File: config.mk
export PLATFORM = sky130hd
export DESIGN_NAME = u8out_wrsched_flat
export DESIGN_NICKNAME = d
export VERILOG_FILES = /design/src/rtl/u8out_wrsched_if.sv /design/src/rtl/u8out_wrsched.sv /design/src/flat_wrapper.sv
export SDC_FILE = /design/constraint.sdc
export NUM_CORES = 2
export LEC_CHECK = 0
export CAP_MARGIN = 20
export CORE_MARGIN = 2
export CORE_UTILIZATION = 32
export DETAILED_ROUTE_END_ITERATION = 10
export HOLD_SLACK_MARGIN = 0.06
export MAX_ROUTING_LAYER = met4
export PLACE_DENSITY = 0.58
export SLEW_MARGIN = 10
export SYNTH_ARGS = -nofsm -noshare
export SYNTH_HDL_FRONTEND = slang
export SYNTH_SLANG_ARGS = --single-unit
File: constraint.sdc
create_clock -name clk -period 96.9 [get_ports clk]
set_input_delay 9.69 -clock clk [delete_from_list [all_inputs] [get_ports clk]]
set_output_delay 9.69 -clock clk [all_outputs]
set_load 0.03 [all_outputs]
File: src/rtl/u8out_wrsched_if.sv
// Capture bus from the MAC lanes and byte write port toward output memory.
// The scheduler connects as slave.
interface u8out_wrsched_if #(
  parameter int Np = 32,
  parameter int AW = 29
) ();
  logic                   acvalid;
  logic [Np-1:0]          oen;
  logic [Np-1:0][AW-1:0]  out_adr;
  logic [Np-1:0][7:0]     accd;
  logic                   out_rdy;
  logic                   mw_valid;
  logic [AW-1:0]          mw_adr;
  logic [7:0]             mw_data;
  logic                   mw_ready;

  modport master (
    output acvalid, oen, out_adr, accd, mw_ready,
    input  out_rdy, mw_valid, mw_adr, mw_data
  );

  modport slave (
    input  acvalid, oen, out_adr, accd, mw_ready,
    output out_rdy, mw_valid, mw_adr, mw_data
  );
endinterface

File: src/rtl/u8out_wrsched.sv
// Double-banked output write scheduler: captures Np lane results per acvalid
// and drains them as serial byte writes in capture order.
module u8out_wrsched #(
  parameter int Np = 32,
  parameter int AW = 29,
  parameter int CW = 16
) (
  input  logic                clk,
  input  logic                rst,
  u8out_wrsched_if.slave      bus,
  output logic                busy,
  output logic [CW-1:0]       wcount,
  output logic                ovf
);
  localparam int LW = (Np > 1) ? $clog2(Np) : 1;

  typedef enum logic [1:0] {IDLE, LOAD, WRITE} state_t;

  state_t                 state;
  logic [1:0]             bank_full;
  logic [Np-1:0]          bank_oen [2];
  logic [Np-1:0][AW-1:0]  bank_adr [2];
  logic [Np-1:0][7:0]     bank_dat [2];
  logic                   rd_ptr;
  logic [LW-1:0]          cur;

  logic                   cap_req;
  logic                   cap_ok;
  logic                   cap_bank;
  logic                   handshake;
  logic                   drain_done;
  logic [Np-1:0]          pend_load;
  logic [Np-1:0]          pend_next;
  logic [LW-1:0]          lane_load;
  logic [LW-1:0]          lane_next;
  logic                   any_next;
  logic [1:0]             full_nxt;

  assign cap_req    = bus.acvalid && (|bus.oen);
  // Full status is taken before the edge, so a bank freed this edge is not reusable yet.
  assign cap_ok     = cap_req && !(&bank_full);
  assign cap_bank   = bank_full[0];
  assign handshake  = (state == WRITE) && bus.mw_ready;
  assign drain_done = handshake && !any_next;
  assign busy       = (|bank_full) || (state != IDLE);

  always_comb begin
    pend_load = bank_oen[rd_ptr];
    pend_next = pend_load;
    pend_next[cur] = 1'b0;
    lane_load = '0;
    lane_next = '0;
    for (int unsigned i = 0; i < Np; i++) begin
      if (pend_load[Np-1-i]) lane_load = LW'(Np-1-i);
      if (pend_next[Np-1-i]) lane_next = LW'(Np-1-i);
    end
    any_next = |pend_next;
  end

  always_comb begin
    full_nxt = bank_full;
    if (drain_done) full_nxt[rd_ptr] = 1'b0;
    if (cap_ok)     full_nxt[cap_bank] = 1'b1;
  end

  always_ff @(posedge clk) begin
    if (cap_ok) begin
      bank_adr[cap_bank] <= bus.out_adr;
      bank_dat[cap_bank] <= bus.accd;
    end
  end

  always_ff @(posedge clk or posedge rst) begin
    if (rst) begin
      state        <= IDLE;
      bank_full    <= '0;
      bank_oen[0]  <= '0;
      bank_oen[1]  <= '0;
      rd_ptr       <= 1'b0;
      cur          <= '0;
      bus.out_rdy  <= 1'b0;
      bus.mw_valid <= 1'b0;
      bus.mw_adr   <= '0;
      bus.mw_data  <= '0;
      wcount       <= '0;
      ovf          <= 1'b0;
    end else begin
      bank_full   <= full_nxt;
      bus.out_rdy <= !(&full_nxt);
      if (cap_req && (&bank_full)) ovf <= 1'b1;

      if (drain_done)
        rd_ptr <= ~rd_ptr;
      else if (cap_ok && (bank_full == 2'b00))
        rd_ptr <= 1'b0;

      case (state)
        IDLE: begin
          if (bank_full[rd_ptr]) state <= LOAD;
        end
        LOAD: begin
          cur          <= lane_load;
          bus.mw_adr   <= bank_adr[rd_ptr][lane_load];
          bus.mw_data  <= bank_dat[rd_ptr][lane_load];
          bus.mw_valid <= 1'b1;
          state        <= WRITE;
        end
        WRITE: begin
          if (bus.mw_ready) begin
            wcount                <= wcount + CW'(1);
            bank_oen[rd_ptr][cur] <= 1'b0;
            if (any_next) begin
              cur         <= lane_next;
              bus.mw_adr  <= bank_adr[rd_ptr][lane_next];
              bus.mw_data <= bank_dat[rd_ptr][lane_next];
            end else begin
              bus.mw_valid <= 1'b0;
              state        <= bank_full[~rd_ptr] ? LOAD : IDLE;
            end
          end
        end
        default: state <= IDLE;
      endcase

      if (cap_ok) bank_oen[cap_bank] <= bus.oen;
    end
  end
endmodule

File: src/flat_wrapper.sv
// flat-port wrapper written by rule: the top's interface ports become plain ports
module u8out_wrsched_flat 
#(
  parameter int Np = 32,
  parameter int AW = 29,
  parameter int CW = 16
)
  (clk, rst, busy, wcount, ovf, bus_acvalid, bus_oen, bus_out_adr, bus_accd, bus_mw_ready, bus_out_rdy, bus_mw_valid, bus_mw_adr, bus_mw_data);
  u8out_wrsched_if #(.Np(Np), .AW(AW)) bus_i ();
  input  logic clk;
  input  logic rst;
  output logic busy;
  output logic [CW-1:0] wcount;
  output logic ovf;
  input wire logic [$bits(bus_i.acvalid)-1:0] bus_acvalid;
  input wire logic [$bits(bus_i.oen)-1:0] bus_oen;
  input wire logic [$bits(bus_i.out_adr)-1:0] bus_out_adr;
  input wire logic [$bits(bus_i.accd)-1:0] bus_accd;
  input wire logic [$bits(bus_i.mw_ready)-1:0] bus_mw_ready;
  output wire logic [$bits(bus_i.out_rdy)-1:0] bus_out_rdy;
  output wire logic [$bits(bus_i.mw_valid)-1:0] bus_mw_valid;
  output wire logic [$bits(bus_i.mw_adr)-1:0] bus_mw_adr;
  output wire logic [$bits(bus_i.mw_data)-1:0] bus_mw_data;
  assign bus_i.acvalid = bus_acvalid;
  assign bus_i.oen = bus_oen;
  assign bus_i.out_adr = bus_out_adr;
  assign bus_i.accd = bus_accd;
  assign bus_i.mw_ready = bus_mw_ready;
  assign bus_out_rdy = bus_i.out_rdy;
  assign bus_mw_valid = bus_i.mw_valid;
  assign bus_mw_adr = bus_i.mw_adr;
  assign bus_mw_data = bus_i.mw_data;
  u8out_wrsched #(.Np(Np), .AW(AW), .CW(CW)) u_core (.clk(clk), .rst(rst), .bus(bus_i), .busy(busy), .wcount(wcount), .ovf(ovf));
endmodule
==> impl_metrics.yaml <==
status:
  status: "finished clean"
routing:
  dr.pass1.iters: 6
  wl_per_cell_um: 39.5
  totalWireLength_mm: 621
  num_vias: 95700
  detail-route-antenna-nets: 0
  drc: 0
  viasPerCell: 6.10
  dr.first_iter.drc_count: 15500
worst_setup_path:
  end_kind: "register"
  path_max_fanout: 145
  r2r_cells: 17
  cp-start-kind: "primary input"
  required_ns: 97.46
  critical_path_class: "primary input to register"
  worstPathArrival_ns: 16.22
power:
  power.leakage_nw: 48.4
  p_per_area_nw_per_um2: 32.6
  irDropWorstVdd_uv: 44.3
cts:
  hold_buffers: 0
  cts_made_buffers: 294
  cts_root_buf: "clkbuf_16"
  clkSinkCount: 2498
  path_clk_slew_ns: 0.06
  post_cts_buffers: 0
  clock_latency_ns: 0.97
  clockBufferDepth: 4
  cts-resized-gates: 0
  cts_max_level: 5
  cts_tree: "yes"
logic_synthesis:
  synthTopCellsByArea: "edfxtp_1 60%, mux4_2 8.2%, nand2_1 6.3%, mux2i_1 5.0%, dfrtp_1 2.7%"
  synth_fp_nets: 10300
  synth_area_leader_cell: "edfxtp_1"
  synth_seq_cells: 2498
  syn_area_um2: 119000
  synth_cell_types: 97
  yosysSeqAreaShare_pct: 62.4
  synthArstFlopShare_pct: 5.20
  synth-main-ff-cell: "edfxtp_1"
  yosysTopAreaCellShare_pct: 59.7
  syn_area_per_cell_um2: 13.1
  synth_edf_count: 2368
  yosys_warnings: 0
  syn_inst: 9105
cells_and_area:
  final-seq-area_um2: 74400
  stdcell_area_um2: 148000
  multi_input_area_um2: 42100
  syn_to_final_growth_pct: 24.5
  layout_common_cells: "2368 x edfxtp_1, 1984 x nand2_1, 1276 x clkdlybuf4s50_1"
  stdcell_count: 15700
  final_util_pct: 39.9
  fill_cells: 34800
  nets: 11500
  layout_commonest_cell: "edfxtp_1"
  drive_above_1_share_pct: 12.6
grt:
  overflow: 0
  grt_usage_pct: 32.6
  grt_antenna_before_repair: 278
  grt_pass1_wl_mm: 815
  grt_max_degree: 169
  grt_pass1_vias: 91500
placement:
  gp_congestion: 0.939
  dpl.hpwl_mm: 443
  dp_cells: 14900
  io_buffers: 1276
  dpl_cell_area_um2: 138000
sta:
  fin_crit_sh_pct: 16.2
  max_slew_margin_pct: 13.3
  clock_skew_ns: 0.0673
  worstMarginPinSlew_ns: 1.30
  rsz0062_at_grt: "no"
  fin_crit_ns: 15.66
  slew_violations: 0
  finalSetupViolations: 0
  hold_viol_final: 0
  max_freq_mhz: 63.8
  fin_setup_tns_ns: 0
floorplanning:
  start_util_pct: 32.1
  dieHeight_um: 614
  io_pins: 1277
  dieArea_um2: 377000
  fp.coreArea_um2: 372000
  die_x_um: 614
  rows: 224
run:
  drv_cap: 0
hold_path:
  min_path_cells: 1
  min_path_type: "register to register"
## power breakdown
group | internal [mW] | leakage, nW | switching [mW]
sequential | 1.22 | 23.0 | 0.0350
combinational | 0.717 | 20.6 | 1.70
clock | 0.672 | 4.81 | 0.485
## layer usage
layer	up-vias	wire length (µm)	global-route usage (%)
li1	38300	-	-
met1	48800	224000	38.5
met2	7069	280000	48.9
met3	1548	62900	7.04
met4	0	54600	24.7
met5	-	0	-
## cell type report
| class | instances | area share (%) |
|---|---|---|
| inverters | 15 | 0.0481 |
| multi-input cells | 5907 | 28.4 |
| clock buffers | 361 | 5.24 |
| diodes | 223 | 0.376 |
| well taps | 4972 | 4.19 |
| flip-flops and latches | 2498 | 50.1 |
| clock inverters | 175 | 1.48 |
| repair buffers | 1544 | 10.2 |
## worst max-delay path: stages
cell and delay (ns):
clkdlybuf4s50_1 0.54, nor4_1 0.09, nand4_1 0.20, o21ai_0 0.28, inv_1 0.21, nand2_1 0.11
nor2_4 0.74, buf_12 0.72, buf_4 0.73, buf_4 0.81, buf_4 0.95, buf_4 0.85
## sequential cells by signal, summed over array words and instances (netlist names), 2 cells and up
register	cells
u_core.bank_adr	1856
u_core.bank_dat	512
u_core.bank_oen	64
u_core.bus.mw_adr	29
u_core.wcount	16
u_core.bus.mw_data	8
u_core.cur	5
u_core.bank_full	2
u_core.state	2
## metrics by stage
step	power [mW]	hold WS, ns	worst slack, ns
2_1_floorplan	2.71	0.489	52.47
4_1_cts	4.79	0.469	81.33
3_5_place_dp	3.64	0.456	80.31
3_3_place_gp	3.61	0.478	80.31
6_report	4.83	0.469	81.24
5_1_grt	4.96	0.493	80.91
## cells by family (layout without fill, tap and decap cells)
| family | count (synthesis) | after routing | share of synthesized area [%] |
|---|---|---|---|
| and+or+nand+nor | 3147 | 3147 | 11.5 |
| DFF | 2498 | 2498 | 62.4 |
| AOI/OAI and AO/OA | 1692 | 1692 | 9.62 |
| muxes | 1052 | 1052 | 13.4 |
| buffers and inverters | 700 | 2095 | 2.99 |
| xor gates and xnor gates | 15 | 15 | 0.110 |
| adders and majority gates | 1 | 1 | 0.0105 |
| other | 0 | 223 | 0 |
## cell usage after synthesis (15+ instances only)
master,instances
o32a_1,21
a21oi_1,387
a32oi_1,185
buf_4,90
buf_6,26
o221ai_1,45
nand2_1,2005
or4_1,15
a22oi_1,81
o22ai_1,129
o21ai_0,254
dfrtp_1,130
edfxtp_1,2368
a311oi_1,15
a221oi_1,48
mux4_2,434
buf_2,290
o211ai_1,33
nor3_1,59
mux2i_1,595
nand4_1,123
nor2_1,191
nor4_1,62
a31oi_1,190
o211a_1,28
nor2b_1,21
inv_1,15
or3_1,29
o2111ai_1,34
and2_1,19
buf_1,69
a211oi_1,79
nand3_1,491
mux2_2,23
and3_1,49
clkbuf_1,207
## final timing paths
check                         startpoint                 endpoint  slack, ns
setup / recovery              bus_oen[6]  u_core.bank_adr[1][343]      81.24
max in group asynchronous            rst            u_core.rd_ptr      85.96
min in group asynchronous            rst         u_core.wcount[9]       9.36
hold reg to reg               u_core.ovf               u_core.ovf       0.47
hold / removal                u_core.ovf               u_core.ovf       0.47
setup reg to reg           u_core.rd_ptr     u_core.bus.mw_adr[8]      87.78
Power figures use the tool's default switching activity.
